File: src/rtl/reg_status_table.sv
// Register status table: tracks, per architectural register, whether it awaits a
// producer tag and which tag, with CDB bypass on lookup and free-tag allocation.
module reg_status_table #(
  parameter int NUM_REGS = 32,
  parameter int TAG_W    = 6
) (
  input  logic             clk,
  input  logic             rst,
  input  logic [4:0]       rs1_addr,
  input  logic [4:0]       rs2_addr,
  output logic             rs1_pending,
  output logic [TAG_W-1:0] rs1_tag,
  output logic             rs2_pending,
  output logic [TAG_W-1:0] rs2_tag,
  input  logic             dispatch_en,
  input  logic [4:0]       dispatch_rd,
  input  logic [TAG_W-1:0] free_tag,
  input  logic             free_empty,
  output logic             tag_pull,
  output logic             dispatch_stall,
  input  logic             cdb_valid,
  input  logic [TAG_W-1:0] cdb_tag,
  output logic [5:0]       busy_count
);

  logic [NUM_REGS-1:0] pending;
  logic [NUM_REGS-1:0] pending_next;
  logic [TAG_W-1:0]    tags [NUM_REGS];
  logic [5:0]          busy_next;
  logic                rd_valid;
  logic                alloc;

  assign rd_valid       = dispatch_en && (dispatch_rd != 5'd0) && (int'(dispatch_rd) < NUM_REGS);
  assign alloc          = rd_valid && !free_empty;
  assign tag_pull       = alloc;
  assign dispatch_stall = rd_valid && free_empty;

  // Lookups read the pre-dispatch state; a matching CDB broadcast is bypassed so
  // the consumer sees the value as already produced.
  always_comb begin
    rs1_pending = 1'b0;
    rs1_tag     = '0;
    if (int'(rs1_addr) < NUM_REGS) begin
      rs1_tag     = tags[rs1_addr];
      rs1_pending = pending[rs1_addr] && !(cdb_valid && (cdb_tag == tags[rs1_addr]));
    end
  end

  always_comb begin
    rs2_pending = 1'b0;
    rs2_tag     = '0;
    if (int'(rs2_addr) < NUM_REGS) begin
      rs2_tag     = tags[rs2_addr];
      rs2_pending = pending[rs2_addr] && !(cdb_valid && (cdb_tag == tags[rs2_addr]));
    end
  end

  // CDB clears first, then allocation overrides so a same-entry collision stays pending.
  always_comb begin
    pending_next = '0;
    for (int i = 1; i < NUM_REGS; i++) begin
      pending_next[i] = pending[i] && !(cdb_valid && (cdb_tag == tags[i]));
      if (alloc && (dispatch_rd == 5'(i)))
        pending_next[i] = 1'b1;
    end
  end

  // Busy count is the population of the next pending vector, so it can never drift.
  always_comb begin
    busy_next = '0;
    for (int i = 0; i < NUM_REGS; i++)
      busy_next = busy_next + 6'(pending_next[i]);
  end

  always_ff @(posedge clk or posedge rst) begin
    if (rst) begin
      pending    <= '0;
      busy_count <= '0;
      for (int i = 0; i < NUM_REGS; i++)
        tags[i] <= '0;
    end else begin
      pending    <= pending_next;
      busy_count <= busy_next;
      if (alloc)
        tags[dispatch_rd] <= free_tag;
    end
  end

endmodule
File: config.mk
export PLATFORM = sky130hd
export DESIGN_NAME = reg_status_table
export DESIGN_NICKNAME = d
export VERILOG_FILES = /design/src/rtl/reg_status_table.sv
export SDC_FILE = /design/constraint.sdc
export NUM_CORES = 1
export LEC_CHECK = 0
export BUFFER_PORTS_ARGS = -buffer_cell sky130_fd_sc_hd__clkbuf_2
export CAP_MARGIN = 40
export CORE_MARGIN = 2
export CORE_UTILIZATION = 55
export DETAILED_ROUTE_END_ITERATION = 8
export PLACE_DENSITY = 0.75
export SYNTH_ARGS = -nofsm -noshare
export SYNTH_HDL_FRONTEND = slang
export SYNTH_SLANG_ARGS = --single-unit
File: constraint.sdc
create_clock -name clk -period 8.8 [get_ports clk]
set_input_delay 0.88 -clock clk [delete_from_list [all_inputs] [get_ports clk]]
set_output_delay 0.88 -clock clk [all_outputs]
set_load 0.02 [all_outputs]
=== Yosys cells after proc, flatten, opt, wreduce, memory -nomap -nowiden ===
Cells that the tools add are included.

* Add/sub/neg operators: 30
* Magnitude comparators: 6
* Equal/unequal tests: 64
* Multiplexer cells: 44
* Bitwise gates (word level): 3
* Reduce and logical (&&, ||, !) cells: 136

{| class="wikitable"
|+ Operators with widths
! cell !! number
|-
| $eq 6x6->1 || 33
|-
| $bwmux 192 || 1
|-
| $add 6x1->6 || 25
|-
| $logic_and 1x1->1 || 101
|-
| $eq 5x5->1 const B || 16
|-
| $bmux 6 s5 || 2
|-
| $eq 5x4->1 const B || 8
|-
| $logic_not 1->1 || 34
|-
| $mux 1 || 33
|-
| $demux 6 s5 || 1
|-
| $mux 6 || 5
|-
| $eq 5x3->1 const B || 4
|-
| $ge 6x6->1 const B || 3
|-
| $not 5->6 || 3
|-
| $lt 5x6->1 const B || 2
|-
| $bmux 1 s5 || 2
|-
| $eq 5x2->1 const B || 2
|-
| $add 5x1->6 || 1
|-
| $lt 6x1->1 const B || 1
|-
| $add 4x1->5 || 1
|-
| $eq 5x1->1 const B || 1
|-
| $reduce_bool 5->1 || 1
|-
| $add 3x1->4 || 1
|-
| $add 2x1->3 || 1
|-
| $add 1x1->2 || 1
|}

* Bits in registers: 229
* Input bits: 32

=== Logic depth before layout (Yosys ltp) ===
* Depth after elaboration: 35
* Gate-level depth with buffers: 24
* Depth with buffers taken out: 23

=== Worst setup path after synthesis ===
No wires, ideal clock.

* Path type: input -> register
* Start: in cdb_tag[4]
* End: reg busy_count[4]
* Data arrival time: 6.899 ns
* Data required time: 8.677 ns
* Path slack: 1.779 ns
* Stages on the path: 22
* Cells stage by stage: clkbuf_1 clkbuf_1 buf_1 xnor2_1 nand4_1 o41ai_1 nand2_1 fa_1 inv_1 fa_1 inv_1 fa_1 fa_1 fa_1 inv_1 fa_1 fa_1 fa_1 inv_1 a21o_1 a21oi_1 xnor2_1

* Elaborated cells on any way between the ends: 185
* Classes of those cells: add/sub: 30; eq/ne: 31; mux: 31; reduce/logical: 93

{| class="wikitable"
|+ RTL lines
! item !! line !! RTL
|-
| start, declared || 22 || <nowiki>input logic [TAG_W-1:0] cdb_tag,</nowiki>
|-
| $eq 6x6->1 || 62 || <nowiki>pending_next[i] = pending[i] && !(cdb_valid && (cdb_tag == tags[i]));</nowiki>
|-
| $logic_and 1x1->1 || 62 ||
|-
| $logic_not 1->1 || 62 ||
|-
| $logic_and 1x1->1 || 62 ||
|-
| $mux 1 || 63 || <nowiki>if (alloc && (dispatch_rd == 5'(i)))</nowiki>
|-
| named net pending_next[18] || 27 || <nowiki>logic [NUM_REGS-1:0] pending_next;</nowiki>
|-
| $add 6x1->6 (14 in a row) || 72 || <nowiki>busy_next = busy_next + 6'(pending_next[i]);</nowiki>
|-
| named net busy_next[4] || 29 || <nowiki>logic [5:0] busy_next;</nowiki>
|-
| end signal, assigned || 83 || <nowiki>busy_count <= busy_next;</nowiki>
|-
| end, declared || 23 || <nowiki>output logic [5:0] busy_count</nowiki>
|}

The timed path passes the listed nets, and every way through them passes these cells.
A chain may end at the register's enable or synchronous reset.

=== Final worst setup path ===
* Start: in dispatch_rd[1]
* End: reg busy_count[4]

* Cells in the longest elaborated chain, start to end: 35
* Elaborated cells on any way between the ends: 126
* Classes of those cells: add/sub: 30; eq/ne: 31; mux: 31; reduce/logical: 34

{| class="wikitable"
|+ RTL lines
! item !! line !! RTL
|-
| start, declared || 16 || <nowiki>input logic [4:0] dispatch_rd,</nowiki>
|-
| $reduce_bool 5->1 || 33 || <nowiki>assign rd_valid = dispatch_en && (dispatch_rd != 5'd0) && (int'(dispatch_rd) < NUM_REGS);</nowiki>
|-
| $logic_and 1x1->1 || 33 ||
|-
| $logic_and 1x1->1 || 34 || <nowiki>assign alloc = rd_valid && !free_empty;</nowiki>
|-
| $logic_and 1x1->1 (*) || 63 ||
|-
| $mux 1 (*) || 63 ||
|-
| named net pending_next[1] || 27 ||
|-
| $add 1x1->2 (*) || 72 ||
|-
| $add 2x1->3 (*) || 72 ||
|-
| $add 3x1->4 (*) || 72 ||
|-
| $add 4x1->5 (*) || 72 ||
|-
| $add 5x1->6 (*) || 72 ||
|-
| $add 6x1->6 (*) (25 in a row) || 72 ||
|-
| named net busy_next[4] || 29 ||
|}

Mark *: on every way through the listed nets, which the timed path passes. The rest lies on a longest branch.

==> flow_summary.ini <==
[critical_path]
cp-end-kind = flop
crit_type = in -> reg
timing.critical_path.from = dispatch_rd[1]
crit_fanout = 13
worstPathRequired_ns = 9.22
cp_data_arrival_time_ns = 7.29
start_kind = input pin
timing.rr.start = tags[33]

[timing]
fmax_mhz = 146
finalCritPeriodShare = 0.781
finalSetupViolCount = 0
timing.final.hold_violations = 0
slew_headroom = 0.365
worst_pin_slew_ns = 0.952
tns_ns = 0
clock_skew_ns = 0.0138
finalCriticalPeriod_ns = 6.87
maxSlewViolCount = 0
holdWs_ns = 0.403
rsz0062_at_grt = no

[place]
port_buffers = 53
post-place-cells = 1563
dp_hpwl_um = 33900
place_congestion = 0.966

[min_path]
holdCritStartpoint = tags[190]
hold_path.class = reg -> reg

[cells_and_area]
final_cell_mix = 229 x dfrtp_1, 186 x mux2_2, 105 x mux4_2, 101 x xnor2_1, 100 x xor2_1
area_growth_pct = 9.11
final_common_cell = dfrtp_1
nFillCells = 2186
post_route_cells_drive_above_1_share = 0.339
stdcell_count = 1608
final_nets = 1281
fin_util = 0.614

[global_route]
grt_overflow = 0
grt_max_degree = 102
first_global_vias = 11200
grt_usage = 0.338
antenna_found_initial = 1
grt_pass1_wl_um = 72000

[pwr]
ir_worst_vdd_uv = 437
cellPowerDensity_nw_per_um2 = 290
power_leakage_nw = 7.40

[detailed_routing]
vias = 11200
viasPerCell = 6.99
wl_um = 48000
dr.pass1.iters = 6
ant_nets = 0
drt-initial-drc-count = 1584
drc = 0
wire_per_inst_um = 29.9

[floorplanning]
core.rowCount = 60
die_y_um = 171
dieArea_um2 = 29100
die_w_um = 171
initial_core_util = 0.563
ios = 54
coreArea_um2 = 27100

[logic_synthesis]
synth_nets = 1271
ys_seq_area_frac = 0.376
netlist_area_um2 = 15300
ys_top_cells_by_area = dfrtp_1 38%, mux4_2 15%, mux2_2 14%, xnor2_1 5.8%, xor2_1 5.7%
synthCells = 1209
yosysUniqueCellTypes = 60
synth_top_area_cell = dfrtp_1
yosysWarnings = 0
synth-async-reset-ratio = 1.00
synth.avg_cell_area_um2 = 12.6
synth_seq_cells = 229
synth_enable_flop_cells = 0
yosysTopAreaCellShare = 0.376
synthFlopType = dfrtp_1

[run_status]
outcome = finished, final reports clean

[clock_tree]
cts_resized = 0
path_clk_slew_ns = 0.07
cts_setup_buffers = 0
numCtsBuffers = 25
hold_buffers = 0
clk_root_buffer_cell = clkbuf_16
cts_tree = yes
cts_max_level = 1
numClockSinks = 229
clk_latency_ns = 0.54
clockBufferDepth = 3

[flow_run]
drv_cap = 0
critical path, cell delays in order:
cell and delay [ns]:
clkbuf_2 0.27, nor2_1 0.18, nand2_1 0.09, o21ai_1 0.08
or3_1 0.42, nor3_1 0.50, nand2_1 0.38, nand2_1 0.25
fa_1 0.44, fa_1 0.56, fa_1 0.44, fa_1 0.47
fa_1 0.54, inv_1 0.06, fa_1 0.44, fa_1 0.43
fa_1 0.48, inv_1 0.07, a21o_1 0.10, a21oi_1 0.07
xnor2_1 0.13
state kept, by name, summed over array words and instances, names as in the netlist:
signal,flops
busy_count,6
tags,192
pending,31
worst paths after layout:
check / end / slack, ns / depth (start not counted)
worst min-delay path: tags[190] / 0.40 / 0
worst max register to register: busy_count[4] / 2.91 / 19
max in group asynchronous: tags[48] / 7.03 / 3
min in group asynchronous: tags[62] / 0.47 / 2
worst min register to register: tags[190] / 0.40 / 0
worst max-delay path: busy_count[4] / 1.93 / 21
Yosys cell counts (8+ instances only):
master and number:
nor2b_1 12, xnor2_1 101, nand2_1 50, o21ai_0 15, inv_1 40, and2_1 11, nand2b_1 12, mux4_2 105
fa_1 23, nor2_1 22, nand4_1 33, mux2_2 186, clkbuf_1 59, nor3_1 8, buf_2 22, o41ai_1 31
xor2_1 100, nand3_1 12, mux2i_1 43, dfrtp_1 229
power by group:
| part | total [mW] | switching (mW) | internal, mW |
|---|---|---|---|
| clock | 1.04 | 0.444 | 0.595 |
| sequential | 1.46 | 0.211 | 1.25 |
| combinational | 2.33 | 1.24 | 1.09 |
| total | 4.83 | 1.89 | 2.93 |
metrics by stage:
stage	worst slack, ns	instance area, um^2	total power [mW]
5_1_grt	1.79	16600	5.14
2_1_floorplan	1.64	15300	3.10
4_1_cts	2.07	16600	4.82
3_3_place_gp	1.62	15700	3.69
6_report	1.93	16600	4.83
3_5_place_dp	1.55	15800	3.78
cells by family after synthesis:
group / Yosys count / synth area share
xor gates and xnor gates: 201 / 0.115
buffers and inverters: 140 / 0.0402
AOI/OAI and AO/OA: 93 / 0.0472
and+or+nand+nor: 176 / 0.0609
muxes: 340 / 0.325
DFF: 229 / 0.376
adders and majority gates: 30 / 0.0359
final cells by class:
class,count,area [um^2],share of cell area
Multi-Input combinational cell,840,8910,0.535
Sequential cell,229,5730,0.344
Clock buffer,30,664,0.0399
Timing Repair Buffer,80,576,0.0346
Tap cell,372,465,0.0280
Inverter,43,169,0.0101
Clock inverter,13,126,0.00759
Antenna cell,1,2.50,0.000150
layer usage:
metal,GRT usage,vias up,part of all wire
met3,0.0893,168,0.12
met5,0,-,0
met4,0.146,0,0.050
met1,0.459,5826,0.37
li1,-,4447,-
met2,0.516,791,0.46
Power figures use the tool's default switching activity.
